$ cat config.mk
export PLATFORM = sky130hd
export DESIGN_NAME = alsaqr_valrdy_to_credit_fifo
export DESIGN_NICKNAME = d
export VERILOG_FILES = /design/src/rtl/alsaqr_valrdy_to_credit_fifo.sv
export SDC_FILE = /design/constraint.sdc
export NUM_CORES = 1
export LEC_CHECK = 0
export BUFFER_PORTS_ARGS = -buffer_cell sky130_fd_sc_hd__buf_2
export CORE_MARGIN = 2
export CORE_UTILIZATION = 58
export CTS_BUF_LIST = sky130_fd_sc_hd__clkbuf_2 sky130_fd_sc_hd__clkbuf_4 sky130_fd_sc_hd__clkbuf_8
export CTS_CLUSTER_DIAMETER = 30
export DETAILED_ROUTE_END_ITERATION = 7
export GPL_TIMING_DRIVEN = 0
export HOLD_SLACK_MARGIN = 0.08
export PLACE_DENSITY_LB_ADDON = 0.25
export SYNTH_ARGS = -nofsm -noshare
export SYNTH_HDL_FRONTEND = slang
export SYNTH_SLANG_ARGS = --single-unit
$ cat constraint.sdc
create_clock -name clk -period 3.5 [get_ports clk]
set_clock_uncertainty 0.2 [all_clocks]
set_input_delay 0.35 -clock clk [delete_from_list [all_inputs] [get_ports clk]]
set_output_delay 0.35 -clock clk [all_outputs]
set_load 0.01 [all_outputs]
$ cat src/rtl/alsaqr_valrdy_to_credit_fifo.sv
// Valid/ready to credit-based flit bridge: buffers upstream flits and sends one per edge while credits remain.
// Push-to-valid_out latency is one edge when the flit lands at the head; ready_in is registered and drops when full.
`ifndef DATA_WIDTH
`define DATA_WIDTH 32
`endif

module alsaqr_valrdy_to_credit_fifo #(
  parameter int DATA_WIDTH = `DATA_WIDTH,
  parameter int FIFO_DEPTH = 16,
  parameter int CREDITS    = 8
) (
  input  logic                             clk,
  input  logic                             reset,
  input  logic [DATA_WIDTH-1:0]            data_in,
  input  logic                             valid_in,
  output logic                             ready_in,
  output logic [DATA_WIDTH-1:0]            data_out,
  output logic                             valid_out,
  input  logic                             yummy_out,
  output logic [$clog2(CREDITS+1)-1:0]     credit_cnt,
  output logic [$clog2(FIFO_DEPTH+1)-1:0]  fifo_cnt,
  output logic                             credit_err
);

  localparam int PW = $clog2(FIFO_DEPTH);
  localparam int NW = $clog2(FIFO_DEPTH + 1);
  localparam int CW = $clog2(CREDITS + 1);
  localparam logic [NW-1:0] DEPTH_N  = NW'(FIFO_DEPTH);
  localparam logic [CW-1:0] CRED_MAX = CW'(CREDITS);

  logic [DATA_WIDTH-1:0] mem [FIFO_DEPTH];

  logic [PW-1:0]         wr_ptr_q, wr_ptr_d;
  logic [PW-1:0]         rd_ptr_q, rd_ptr_d;
  logic [NW-1:0]         cnt_q, cnt_d;
  logic [CW-1:0]         credit_q, credit_d;
  logic                  ready_q, ready_d;
  logic                  valid_q;
  logic [DATA_WIDTH-1:0] data_q;
  logic                  err_q, err_d;
  logic                  push, pop;

  always_comb begin
    push     = valid_in && ready_q;
    pop      = (cnt_q != '0) && (credit_q != '0);
    wr_ptr_d = wr_ptr_q + PW'(push);
    rd_ptr_d = rd_ptr_q + PW'(pop);
    cnt_d    = cnt_q + NW'(push) - NW'(pop);
    // ready depends on the post-edge occupancy only, so a full buffer never passes through
    ready_d  = cnt_d < DEPTH_N;
    credit_d = credit_q;
    err_d    = err_q;
    if (pop && !yummy_out) begin
      credit_d = credit_q - CW'(1);
    end else if (yummy_out && !pop) begin
      if (credit_q == CRED_MAX) begin
        err_d = 1'b1;
      end else begin
        credit_d = credit_q + CW'(1);
      end
    end
  end

  always_ff @(posedge clk or posedge reset) begin
    if (reset) begin
      wr_ptr_q <= '0;
      rd_ptr_q <= '0;
      cnt_q    <= '0;
      credit_q <= CRED_MAX;
      ready_q  <= 1'b0;
      valid_q  <= 1'b0;
      data_q   <= '0;
      err_q    <= 1'b0;
    end else begin
      wr_ptr_q <= wr_ptr_d;
      rd_ptr_q <= rd_ptr_d;
      cnt_q    <= cnt_d;
      credit_q <= credit_d;
      ready_q  <= ready_d;
      valid_q  <= pop;
      err_q    <= err_d;
      if (pop) begin
        data_q <= mem[rd_ptr_q];
      end
    end
  end

  // storage is never reset; only entries between the pointers are ever read
  always_ff @(posedge clk) begin
    if (push) begin
      mem[wr_ptr_q] <= data_in;
    end
  end

  assign ready_in   = ready_q;
  assign data_out   = data_q;
  assign valid_out  = valid_q;
  assign credit_cnt = credit_q;
  assign fifo_cnt   = cnt_q;
  assign credit_err = err_q;

endmodule

==> results.json <==
{
  "status": "completed",
  "die_area_sq_um": 38600,
  "hpwl_mm": 28.8,
  "maxCapViolCount": 0,
  "synth_mux_area_share_pct": 15.8,
  "wl_mm": 47.9,
  "seq_area_frac_synth_pct": 77.6,
  "fillers": 2096,
  "syn_inst": 977,
  "drt-pass1-iter-count": 6,
  "fp.coreArea_sq_um": 36500,
  "rsz0062_at_grt": "no",
  "antenna_found_initial": 1,
  "p_seq_share_pct": 38.3,
  "cts_tree": "yes",
  "switching_power_mw": 6.61,
  "peakVddDrop_mv": 0.478,
  "synth-edff-count": 512,
  "multi_input_area_sq_um": 4660,
  "path_max_fanout": 10,
  "p_int_mw": 15.5,
  "cts_made_buffers": 103,
  "sw_frac_of_total_pct": 29.9,
  "holdWs_ns": 0.0969,
  "path_class": "flop to flop",
  "drc_errors": 0,
  "die_y_um": 197,
  "design_area_sq_um": 26000,
  "ant_nets": 0,
  "synthAdderAreaFrac_pct": 0.733,
  "utilization_pct": 71.3,
  "final_cells": 1778,
  "ys_top_cells_by_count": "edfxtp_1, mux4_2, dfrtp_1",
  "synth_ff_type": "edfxtp_1",
  "post_dp_cell_area_sq_um": 23100,
  "setup_tns_ns": 0,
  "syn_area_sq_um": 21500,
  "drive_gt1_share_pct": 37.0,
  "die_w_um": 197,
  "crit_path_end_kind": "flop",
  "min_path_type": "input pin to asynchronous set/reset pin",
  "period_share_pct": 95.2,
  "p_clk_share_pct": 33.5,
  "vias": 11000,
  "clk_latency_ns": 0.66,
  "cts_sinks": 564,
  "core.rowCount": 70,
  "final-hold-violation-count": 0,
  "synth_compound_area_share_pct": 2.50,
  "synth_top_family_by_area": "multiplexers",
  "grt_max_degree": 34,
  "power_frac_comb_pct": 28.2,
  "tightest_slew_ns": 1.06,
  "avgSynthCellArea_sq_um": 22.0,
  "synth_xor_area_share_pct": 0.407,
  "drtIter0Drc": 1318,
  "port_buffers": 79,
  "cp_data_arrival_time_ns": 3.67,
  "crit_path_start_kind": "flop",
  "period_needed_ns": 3.33,
  "cts_buffer_depth": 3,
  "power_leakage_nw": 8.81,
  "avgRoutedWirePerCell_um": 26.9,
  "netlist_top_cells_area": "edfxtp_1, mux4_2, dfrtp_1, mux2i_1, o22ai_1",
  "setup_viol": 0,
  "slew_headroom_pct": 29.5,
  "synth-simple-area-share_pct": 1.53,
  "seqCellArea_sq_um": 16700,
  "async_flop_share_pct": 9.22,
  "grt_pass1_wl_mm": 71.2,
  "yosysTopAreaCellShare_pct": 71.5,
  "design.portCount": 80,
  "yosys.area.top_type": "edfxtp_1",
  "required_ns": 3.84,
  "cts_max_level": 3,
  "grt_use_total_pct": 26.0,
  "synth.distinct_cells": 42,
  "yosys.cell_count.top_type": "edfxtp_1",
  "fmax_ghz": 0.300,
  "clk_pin_slew_worst_paths_ns": 0.06,
  "area_growth_pct": 21.1,
  "fin_nets": 1266,
  "grt_pass1_vias": 11500,
  "ys_ff_latch": 564,
  "via_per_inst": 6.17,
  "place.gp.congestion": 0.768,
  "syn-num-nets": 1025,
  "pwr_density_cell_nw_per_um2": 851,
  "slew_violations": 0,
  "dp.cells": 1545,
  "grt_overflow_total": 0,
  "root_buffer": "clkbuf_8",
  "start_util_pct": 58.9,
  "synth_warnings": 0
}
## placed cells by master, fill, tap and decap left out, types with 10 or more instances in the layout
cell           count
clkinv_2          14
a21oi_1           20
ha_1              11
edfxtp_1         512
buf_16            11
dlygate4sd3_1     35
inv_1             12
mux2i_1           32
mux2_2            17
buf_2             99
bufinv_16         20
dfrtp_1           51
clkinvlp_4        16
clkbuf_1          10
nor2_4            12
mux4_2           128
clkbuf_8         109
clkbuf_4          22
clkinv_1          11
buf_1             13
o221ai_1          16
o22ai_1           33
nand2_1           24
## power groups by stage
stage / logic, mW / registers, mW / clock network (mW)
5_1_grt: 6.65 / 8.53 / 7.82
3_3_place_gp: 5.80 / 8.59 / 0
2_1_floorplan: 4.00 / 8.60 / 0
4_1_cts: 6.26 / 8.48 / 7.51
6_report: 6.23 / 8.48 / 7.42
3_5_place_dp: 6.15 / 8.60 / 0
## worst max-delay path: stages, from the launching register on
cell	delay, ns
dfrtp_1	0.39
buf_2	0.19
nor4_2	0.41
or2_2	0.18
buf_4	0.23
buf_4	0.29
nand2_1	0.08
nand2_1	0.07
ha_1	0.16
inv_1	0.06
fa_1	0.41
nand2b_1	0.16
a21oi_1	0.15
nor2_1	0.09
xor2_1	0.14
## through the flow
| stage | total power, mW | worst slack [ns] |
|---|---|---|
| after CTS | 22.2 | 0.0369 |
| after floorplan | 12.6 | 0.391 |
| after detailed placement | 14.7 | -0.156 |
| after global placement | 14.4 | -1.07 |
| final | 22.1 | 0.169 |
| after global routing | 23.0 | 0.00960 |
## cell type report
| cell class | instances | share of cell area (%) |
|---|---|---|
| flip-flops and latches | 564 | 64.1 |
| inverters | 14 | 0.212 |
| diodes | 1 | 0.00962 |
| well taps | 468 | 2.25 |
| clock inverters | 65 | 3.33 |
| clock buffers | 131 | 6.40 |
| plain buffers | 52 | 1.05 |
| repair buffers | 136 | 4.77 |
| multi-input cells | 347 | 17.9 |
## state kept, by name, summed over array words and instances (netlist names)
name,cells
mem,512
credit_cnt,4
fifo_cnt,5
valid_out,1
credit_err,1
rd_ptr_q,4
ready_in,1
wr_ptr_q,4
data_out,32
## worst paths after layout
kind                                            from                        end  slack, ns  depth (start not counted)
hold / removal                                 reset   data_out[28]$_DFFE_PP0P_        0.1                          3
hold reg to reg               credit_err$_DFFE_PP0P_     credit_err$_DFFE_PP0P_       0.25                          1
min in group clk              credit_err$_DFFE_PP0P_     credit_err$_DFFE_PP0P_       0.25                          1
setup / recovery           credit_cnt[0]$_DFFE_PP0P_         ready_in$_DFF_PP0_       0.17                         14
setup reg to reg           credit_cnt[0]$_DFFE_PP0P_         ready_in$_DFF_PP0_       0.17                         14
max in group asynchronous                      reset  credit_cnt[3]$_DFFE_PP1P_       2.33                          4
## per-layer routing
metal  global-route usage, %  wire length, um  part of all wire, %  vias to the layer above
li1                        -                -                    -                     4616
met1                    37.2            19000                   40                     5709
met2                    40.7            23300                   49                      583
met3                    5.18             4520                  9.4                       71
met4                    9.29             1040                  2.2                        0
met5                       0                0                    0                        -
## cell families (layout without fill, tap and decap cells)
| family | Yosys count | after routing |
|---|---|---|
| compound gates | 81 | 81 |
| xor+xnor | 10 | 10 |
| fa+ha+maj | 12 | 12 |
| buf+inv | 66 | 398 |
| flops | 564 | 564 |
| mux | 177 | 177 |
| other cells | 0 | 1 |
| simple gates | 67 | 67 |
## repair_timing
item	in CTS	in global routing
hold buffers	35	0
endpoints found under the hold margin	569	0
setup endpoints to repair	2	2
resized for setup	4	4
setup buffers	0	1
Power figures use the tool's default switching activity.
